==> src/rtl/mc_pkg.sv <==
// mc_pkg: shared encodings for the multi-cycle MIPS-subset controller.
// Rev 1.0
`default_nettype none

package mc_pkg;

  localparam logic [5:0] OP_RTYPE = 6'h00;
  localparam logic [5:0] OP_J     = 6'h02;
  localparam logic [5:0] OP_JAL   = 6'h03;
  localparam logic [5:0] OP_BEQ   = 6'h04;
  localparam logic [5:0] OP_ORI   = 6'h0D;
  localparam logic [5:0] OP_LUI   = 6'h0F;
  localparam logic [5:0] OP_LW    = 6'h23;
  localparam logic [5:0] OP_SW    = 6'h2B;

  localparam logic [5:0] FN_JR    = 6'h08;
  localparam logic [5:0] FN_ADDU  = 6'h21;
  localparam logic [5:0] FN_SUBU  = 6'h23;

  typedef enum logic [2:0] {
    ST_FETCH  = 3'd0,
    ST_DECODE = 3'd1,
    ST_EXEC   = 3'd2,
    ST_MEM    = 3'd3,
    ST_WB     = 3'd4
  } state_t;

  localparam logic [1:0] NPC_SEQ    = 2'd0;
  localparam logic [1:0] NPC_BRANCH = 2'd1;
  localparam logic [1:0] NPC_JUMP   = 2'd2;
  localparam logic [1:0] NPC_REG    = 2'd3;

  localparam logic [1:0] ALU_ADD    = 2'd0;
  localparam logic [1:0] ALU_SUB    = 2'd1;
  localparam logic [1:0] ALU_OR     = 2'd2;
  localparam logic [1:0] ALU_LUI    = 2'd3;

  localparam logic [1:0] DST_RT     = 2'd0;
  localparam logic [1:0] DST_RD     = 2'd1;
  localparam logic [1:0] DST_RA     = 2'd2;

  localparam logic [1:0] WD_ALU     = 2'd0;
  localparam logic [1:0] WD_MEM     = 2'd1;
  localparam logic [1:0] WD_PC      = 2'd2;

  typedef struct packed {
    logic rtype_alu;
    logic ori;
    logic lui;
    logic lw;
    logic sw;
    logic beq;
    logic j;
    logic jal;
    logic jr;
    logic nop;
  } instr_class_t;

endpackage

`default_nettype wire

==> src/rtl/mc_decode.sv <==
// mc_decode: maps opcode/funct to a one-hot instruction class.
// Rev 1.0
`default_nettype none

module mc_decode
  import mc_pkg::*;
(
  input  logic [5:0]   opcode,
  input  logic [5:0]   funct,
  output instr_class_t iclass
);

  always_comb begin
    iclass = '0;
    case (opcode)
      OP_RTYPE: begin
        if (funct == FN_ADDU || funct == FN_SUBU) iclass.rtype_alu = 1'b1;
        else if (funct == FN_JR)                  iclass.jr        = 1'b1;
        else                                      iclass.nop       = 1'b1;
      end
      OP_ORI:  iclass.ori = 1'b1;
      OP_LUI:  iclass.lui = 1'b1;
      OP_LW:   iclass.lw  = 1'b1;
      OP_SW:   iclass.sw  = 1'b1;
      OP_BEQ:  iclass.beq = 1'b1;
      OP_J:    iclass.j   = 1'b1;
      OP_JAL:  iclass.jal = 1'b1;
      default: iclass.nop = 1'b1;
    endcase
  end

endmodule

`default_nettype wire

==> src/rtl/mc_ctrl.sv <==
// mc_ctrl: multi-cycle main controller sequencing PC, IR, ALU, memory and regfile.
// Rev 1.0
`default_nettype none

module mc_ctrl
  import mc_pkg::*;
(
  input  logic        clk,
  input  logic        reset,
  input  logic [5:0]  opcode,
  input  logic [5:0]  funct,
  input  logic        zero,
  output logic        ir_we,
  output logic        pc_we,
  output logic [1:0]  npc_sel,
  output logic        alu_src,
  output logic        ext_op,
  output logic [1:0]  alu_op,
  output logic        mem_we,
  output logic        reg_we,
  output logic [1:0]  reg_dst,
  output logic [1:0]  wd_sel,
  output logic [2:0]  state,
  output logic        instr_done,
  output logic [31:0] retired
);

  state_t       state_q;
  state_t       state_d;
  logic [31:0]  retired_q;
  instr_class_t ic;

  mc_decode u_decode (
    .opcode (opcode),
    .funct  (funct),
    .iclass (ic)
  );

  always_ff @(posedge clk) begin
    if (reset) begin
      state_q   <= ST_FETCH;
      retired_q <= '0;
    end else begin
      state_q <= state_d;
      if (instr_done) retired_q <= retired_q + 32'd1;
    end
  end

  always_comb begin
    state_d    = ST_FETCH;
    ir_we      = 1'b0;
    pc_we      = 1'b0;
    npc_sel    = NPC_SEQ;
    alu_src    = 1'b0;
    ext_op     = 1'b0;
    alu_op     = ALU_ADD;
    mem_we     = 1'b0;
    reg_we     = 1'b0;
    reg_dst    = DST_RT;
    wd_sel     = WD_ALU;
    instr_done = 1'b0;

    if (!reset) begin
      // ALU selects stay at their EXEC values while ALUOut is consumed in MEM/WB
      if (state_q == ST_EXEC || state_q == ST_MEM || state_q == ST_WB) begin
        if (ic.beq) begin
          alu_op = ALU_SUB;
        end else if (ic.rtype_alu) begin
          alu_op = (funct == FN_SUBU) ? ALU_SUB : ALU_ADD;
        end else if (ic.ori) begin
          alu_src = 1'b1;
          alu_op  = ALU_OR;
        end else if (ic.lui) begin
          alu_src = 1'b1;
          alu_op  = ALU_LUI;
        end else if (ic.lw || ic.sw) begin
          alu_src = 1'b1;
          ext_op  = 1'b1;
        end
      end

      case (state_q)
        ST_FETCH: begin
          ir_we   = 1'b1;
          pc_we   = 1'b1;
          state_d = ST_DECODE;
        end
        ST_DECODE: begin
          if (ic.j || ic.jal) begin
            pc_we   = 1'b1;
            npc_sel = NPC_JUMP;
          end
          // PC already holds instr+4 here, so the link write sees the right value
          if (ic.jal) begin
            reg_we  = 1'b1;
            reg_dst = DST_RA;
            wd_sel  = WD_PC;
          end
          if (ic.jr) begin
            pc_we   = 1'b1;
            npc_sel = NPC_REG;
          end
          if (ic.j || ic.jal || ic.jr || ic.nop) begin
            instr_done = 1'b1;
            state_d    = ST_FETCH;
          end else begin
            state_d = ST_EXEC;
          end
        end
        ST_EXEC: begin
          if (ic.beq) begin
            pc_we      = zero;
            npc_sel    = NPC_BRANCH;
            instr_done = 1'b1;
            state_d    = ST_FETCH;
          end else if (ic.lw || ic.sw) begin
            state_d = ST_MEM;
          end else begin
            state_d = ST_WB;
          end
        end
        ST_MEM: begin
          if (ic.sw) begin
            mem_we     = 1'b1;
            instr_done = 1'b1;
            state_d    = ST_FETCH;
          end else begin
            state_d = ST_WB;
          end
        end
        ST_WB: begin
          reg_we     = 1'b1;
          instr_done = 1'b1;
          reg_dst    = ic.rtype_alu ? DST_RD : DST_RT;
          wd_sel     = ic.lw ? WD_MEM : WD_ALU;
          state_d    = ST_FETCH;
        end
        default: state_d = ST_FETCH;
      endcase
    end
  end

  assign state   = state_q;
  assign retired = retired_q;

endmodule

`default_nettype wire

==> config.mk <==
export PLATFORM = sky130hd
export DESIGN_NAME = mc_ctrl
export DESIGN_NICKNAME = d
export VERILOG_FILES = /design/src/rtl/mc_pkg.sv /design/src/rtl/mc_decode.sv /design/src/rtl/mc_ctrl.sv
export SDC_FILE = /design/constraint.sdc
export NUM_CORES = 1
export LEC_CHECK = 0
export CORE_MARGIN = 10
export CORE_UTILIZATION = 46
export CTS_CLUSTER_DIAMETER = 80
export DETAILED_ROUTE_END_ITERATION = 10
export GPL_ROUTABILITY_DRIVEN = 1
export PLACE_DENSITY = 0.84
export SLEW_MARGIN = 30
export SYNTH_ARGS = -nofsm -noshare
export SYNTH_HDL_FRONTEND = slang
export SYNTH_SLANG_ARGS = --single-unit
==> constraint.sdc <==
create_clock -name clk -period 5.25 [get_ports clk]
set_input_delay 1.575 -clock clk [delete_from_list [all_inputs] [get_ports clk]]
set_output_delay 1.575 -clock clk [all_outputs]
set_load 0.02 [all_outputs]
Word-level counts from Yosys, hierarchy flattened
Index checks and enable logic that the tools add are counted.
- bits in registers: 35
- input bits: 15
- output and inout bits: 50
- word-level logic and storage cells: 95
- $add $sub $neg: 1
- equality and inequality tests: 14
- mux-type cells: 68
- reductions and logical operators: 10
- operator list (cell ; count):
    2-to-1 mux 1 bit ; 43
    adder 32 x 1 -> 32 bit (second input constant) ; 1
    2-to-1 mux 2 bit ; 14
    equality test 6 bit (second input constant) ; 4
    equality test 6 x 4 -> 1 bit (second input constant) ; 3
    equality test 6 x 2 -> 1 bit (second input constant) ; 2
    one-hot mux 2 bit (2 select lines) ; 3
    one-hot mux 3 bit (4 select lines) ; 1
    2-to-1 mux 3 bit ; 3
    logical OR 1 bit ; 7
    OR reduction 7 bit ; 1
    equality test 3 x 2 -> 1 bit (second input constant) ; 2
    equality test 6 x 3 -> 1 bit (second input constant) ; 1
    logical NOT 6 bit ; 1
    one-hot mux 1 bit (2 select lines) ; 2
    one-hot mux 1 bit (4 select lines) ; 1
    equality test 3 x 1 -> 1 bit (second input constant) ; 1
    equality test 3 bit (second input constant) ; 1
    logical NOT 3 bit ; 1
    one-hot mux 1 bit (3 select lines) ; 1

Longest topological paths before layout
- depth in word-level cells: 10
- depth in mapped cells: 9
- depth with buffers taken out: 6

Modules after synthesis
From an unflattened synthesis, not the netlist that was laid out.
- cell total of the unflattened synthesis: 265
- area, all modules: 2142.1 µm²
- by module, submodules not included (module ; times used ; cells an instance ; area an instance (µm²) ; sequential area each (µm²)):
    mc_ctrl ; 1 ; 237 ; 1974.4 ; 700.7
    mc_decode ; 1 ; 28 ; 167.7 ; 0.0

Worst setup path before layout
Ideal clock, no wire load.
- path kind: input port to output port
- start point: input port opcode[1]
- end point: output port instr_done
- arrival: 3.384 ns
- data required time: 3.675 ns
- path slack: 0.291 ns
- stages: 7
- path buffers: 2
- path through: or4_4 > o41a_1 > o32ai_2 > a21oi_2 > clkbuf_1 > buf_2 > nor2_1
- word-level cells in the longest chain between the ends: 8
- elaborated cells on any way between the ends: 23
- those cells by class: eq/ne: 7; mux: 11; reduce/logical: 5
- RTL lines (item ; RTL line ; RTL):
    start, declared ; mc_ctrl.sv:10 ; input logic [5:0] opcode,
    branches (longest 6 deep; another with OR reduction 7 bit) ; n/a ;
    one-hot mux 1 bit (4 select lines) (*) ; mc_ctrl.sv:82 ; case (state_q)
    2-to-1 mux 1 bit (*) ; mc_ctrl.sv:63 ; if (!reset) begin
    end, declared ; mc_ctrl.sv:24 ; output logic instr_done,
Every way passes the cells marked *.

Worst setup path in the final report
Same ends and word-level chain as after synthesis.

==> key figures <==
Layout
  • Fin nets: 354
  • FILL cells: approximately 380
  • Layout cells sized above 1: between 10% and 20%
  • Diode count: 0
  • Area delta synth->final: 41.1%
  • Utilization after layout: between 60% and 70%
  • Fin cells: 391

Synthesis
  • Synth Instances: ~270
  • Syn Std Cell Area: just over 2000 µm²
  • Distinct cell type count after synthesis: 48
  • Post-synth EDFFs: 0
  • Synth Warn #: 0
  • Syn nets: 282
  • Synth async-reset ratio: 0%
  • Seq cells post-synth: 35
  • Sequential share of the synthesized area: 34.0%
  • Main flop type after synthesis: dfxtp_1
  • Avg Inst Size Synth: 7.75 µm²

Worst setup path
  • CP Class: in -> out
  • R2R Setup Slk: 2.80 ns
  • Critical Path End Type: output pin
  • WP data required: 3.68 ns
  • Startpoint Class: input pin
  • CP max FO: 3
  • Arrival time worst endpoint: 3.57 ns

Route
  • DRC Markers: 0
  • Final WL: about 6.4 mm
  • Vias per Instance: 5.90
  • Routed Antenna Nets: 0
  • 1st-iter DRT viols: 159
  • Vias post-DR: 2,307
  • Wire per inst: 16.4 µm
  • 1st-pass router iterations: 4

Floorplan
  • Chip height: a little under 90 µm
  • I/O pin count: 65
  • Core area: 4350 µm²
  • # rows: 24
  • Initial core utilization: 47.3%
  • Die area: 7560 µm²
  • Die Wd: 86.9 µm

Timing
  • Relative slew slack: roughly 67%
  • Final worst slack: roughly 0.11 ns
  • RSZ-0062 raised after global routing: no
  • Setup_tns: 0 ns
  • Slew @ Worst Pin: approximately 0.50 ns
  • Highest clock rate: 0.195 GHz
  • Slew Viols, Final: 0
  • Final clock skew: ~0.0062 ns
  • Hold Violations, Final: 0
  • Crit path time final: 5.14 ns
  • Period utilization: 97.9%
  • Endpoints failing setup: 0

Power and ir drop
  • Switch share: 27.3%
  • Internal power: between 0.3 and 0.4 mW
  • Clock power frac: 34.6%
  • Switch Pwr: 0.149 mW
  • Max VDD drop: approximately 0.000093 V
  • PwrDens: 188 nW/µm²
  • Flop pwr share: between 50% and 60%
  • Leak Pwr: between 1 and 1.5 nW
  • Pwr Total: 0.547 mW
  • Combinational Power Share: between 15 and 20%

Place
  • Post-detail-place hpwl: 4.79 mm
  • RD Place Congestion: 0.917
  • Pre-CTS worst setup slack: -0.300 ns
  • PortBufs: 64
  • Placed Cells: approximately 380

Run status
  • Status: finished clean

Clock network
  • Worst skew pair latency: 0.29 ns
  • Cts bufs inserted: 5
  • Clock sinks: 35
  • CTS tree: done
  • Root Driver: clkbuf_8
  • Hold_buf cts: 0
  • H-tree depth: 2
  • Clk buf depth: 2
  • Clock Pin Slew Worst Setup and Hold Paths: 0.07 ns

GRT
  • Total track usage: between 10% and 20%
  • Gr ovfl total: 0
  • Initial antenna violation count: 0
  • Global-route wire length before repair: around 11 mm
  • Vias in the first global route: 2,181
  • Largest net degree at the start of global routing: 63

Hold path
  • HP Class: reg -> reg

Flow run
  • Maxcap violations: 0
-- synth_stat cells (all sizes together) (7+ instances only) --
cell type / count / area (µm²)
dfxtp: 35 / 701
o21ai: 18 / 90.1
inv: 7 / 26.3
nor3: 12 / 65.1
or3: 24 / 150
a21oi: 33 / 169
nand4: 11 / 68.8
clkbuf: 15 / 56.3
nand3: 17 / 85.1
nand2: 9 / 33.8
o31ai: 11 / 82.6
and3: 7 / 43.8
or4: 12 / 93.8
nor2: 10 / 37.5
-- registers in the layout, indices dropped and copies added, names as in the netlist --
register	flops
retired	32
state	3
-- timing repair --
| action | 4_1_cts | 5_1_grt |
|---|---|---|
| buffers inserted | 0 | 0 |
| setup endpoints to repair | 13 | 6 |
| gates resized for setup | 16 | 12 |
-- layout make-up --
| cell class | instances | area, µm² | area share (%) |
|---|---|---|---|
| clock inverter | 1 | 5.00 | 0.172 |
| inverter | 7 | 26.3 | 0.904 |
| tap | 52 | 65.1 | 2.24 |
| sequential | 35 | 701 | 24.1 |
| clock buffer | 7 | 76.3 | 2.62 |
| timing repair buffer | 86 | 778 | 26.8 |
| multi-input combinational | 203 | 1260 | 43.2 |
-- metrics by stage --
step | area [µm²] | hold slack [ns]
floorplan | 2060 | 0.551
global placement | 2850 | 0.465
detailed placement | 2850 | 0.482
CTS | 2920 | 0.494
global route | 2910 | 0.533
finish | 2910 | 0.489
-- power groups by stage --
stage / sequential [mW] / combinational (mW) / clock, mW
3_5_place_dp: 0.281 / 0.0835 / 0
3_3_place_gp: 0.280 / 0.0828 / 0
6_report: 0.275 / 0.0830 / 0.189
5_1_grt: 0.275 / 0.0901 / 0.206
4_1_cts: 0.274 / 0.0837 / 0.192
2_1_floorplan: 0.281 / 0.0421 / 0
-- cells in the final DEF (no fill, tap or decap), types with 7 or more instances in the layout --
master | netlist | routed
a21oi_1 | 32 | 32
and3_1 | 7 | 7
buf_4 | 1 | 22
clkdlybuf4s50_1 | 0 | 50
dfxtp_1 | 35 | 35
dlygate4sd2_1 | 0 | 8
inv_1 | 7 | 7
nand2_1 | 9 | 9
nand3_1 | 17 | 17
nand4_1 | 11 | 11
nor2_1 | 10 | 10
nor3_1 | 11 | 11
o21ai_0 | 18 | 18
o31ai_1 | 11 | 11
or3_1 | 24 | 24
or4_1 | 11 | 11
-- worst paths after layout --
path / startpoint / end / cells after the start
max: opcode[1] / instr_done / 7
min: retired[31] / retired[31] / 2
max reg2reg: state[1] / retired[21] / 7
min reg2reg: retired[31] / retired[31] / 2
-- critical path, cell delays in order --
cell             delay, ns
clkdlybuf4s50_1       0.42
or4_4                 0.58
o41a_1                0.42
o32ai_2               0.18
a21oi_4               0.05
nor2_1                0.15
buf_2                 0.19
-- logic make-up (layout without fill, tap and decap cells) --
logic type               count (synthesis)  count (layout)  share of synthesized area (%)
adder cells (fa/ha/maj)                  1               1                          0.607
multiplexers                             1               1                          0.486
flip-flops                              35              35                           34.0
XOR/XNOR                                 1               1                          0.425
buffers and inverters                   28             101                           5.71
AO/OA/AOI/OAI                           77              77                           23.1
AND/OR/NAND/NOR                        123             123                           35.7
-- layer usage --
layer	vias up	share of wire, %	track usage [%]
li1	1168	-	-
met1	1062	42	20.0
met2	71	48	27.5
met3	6	9.4	7.49
met4	0	0.87	4.57
met5	-	0	0
No activity file was read; power rests on OpenSTA's default activity.
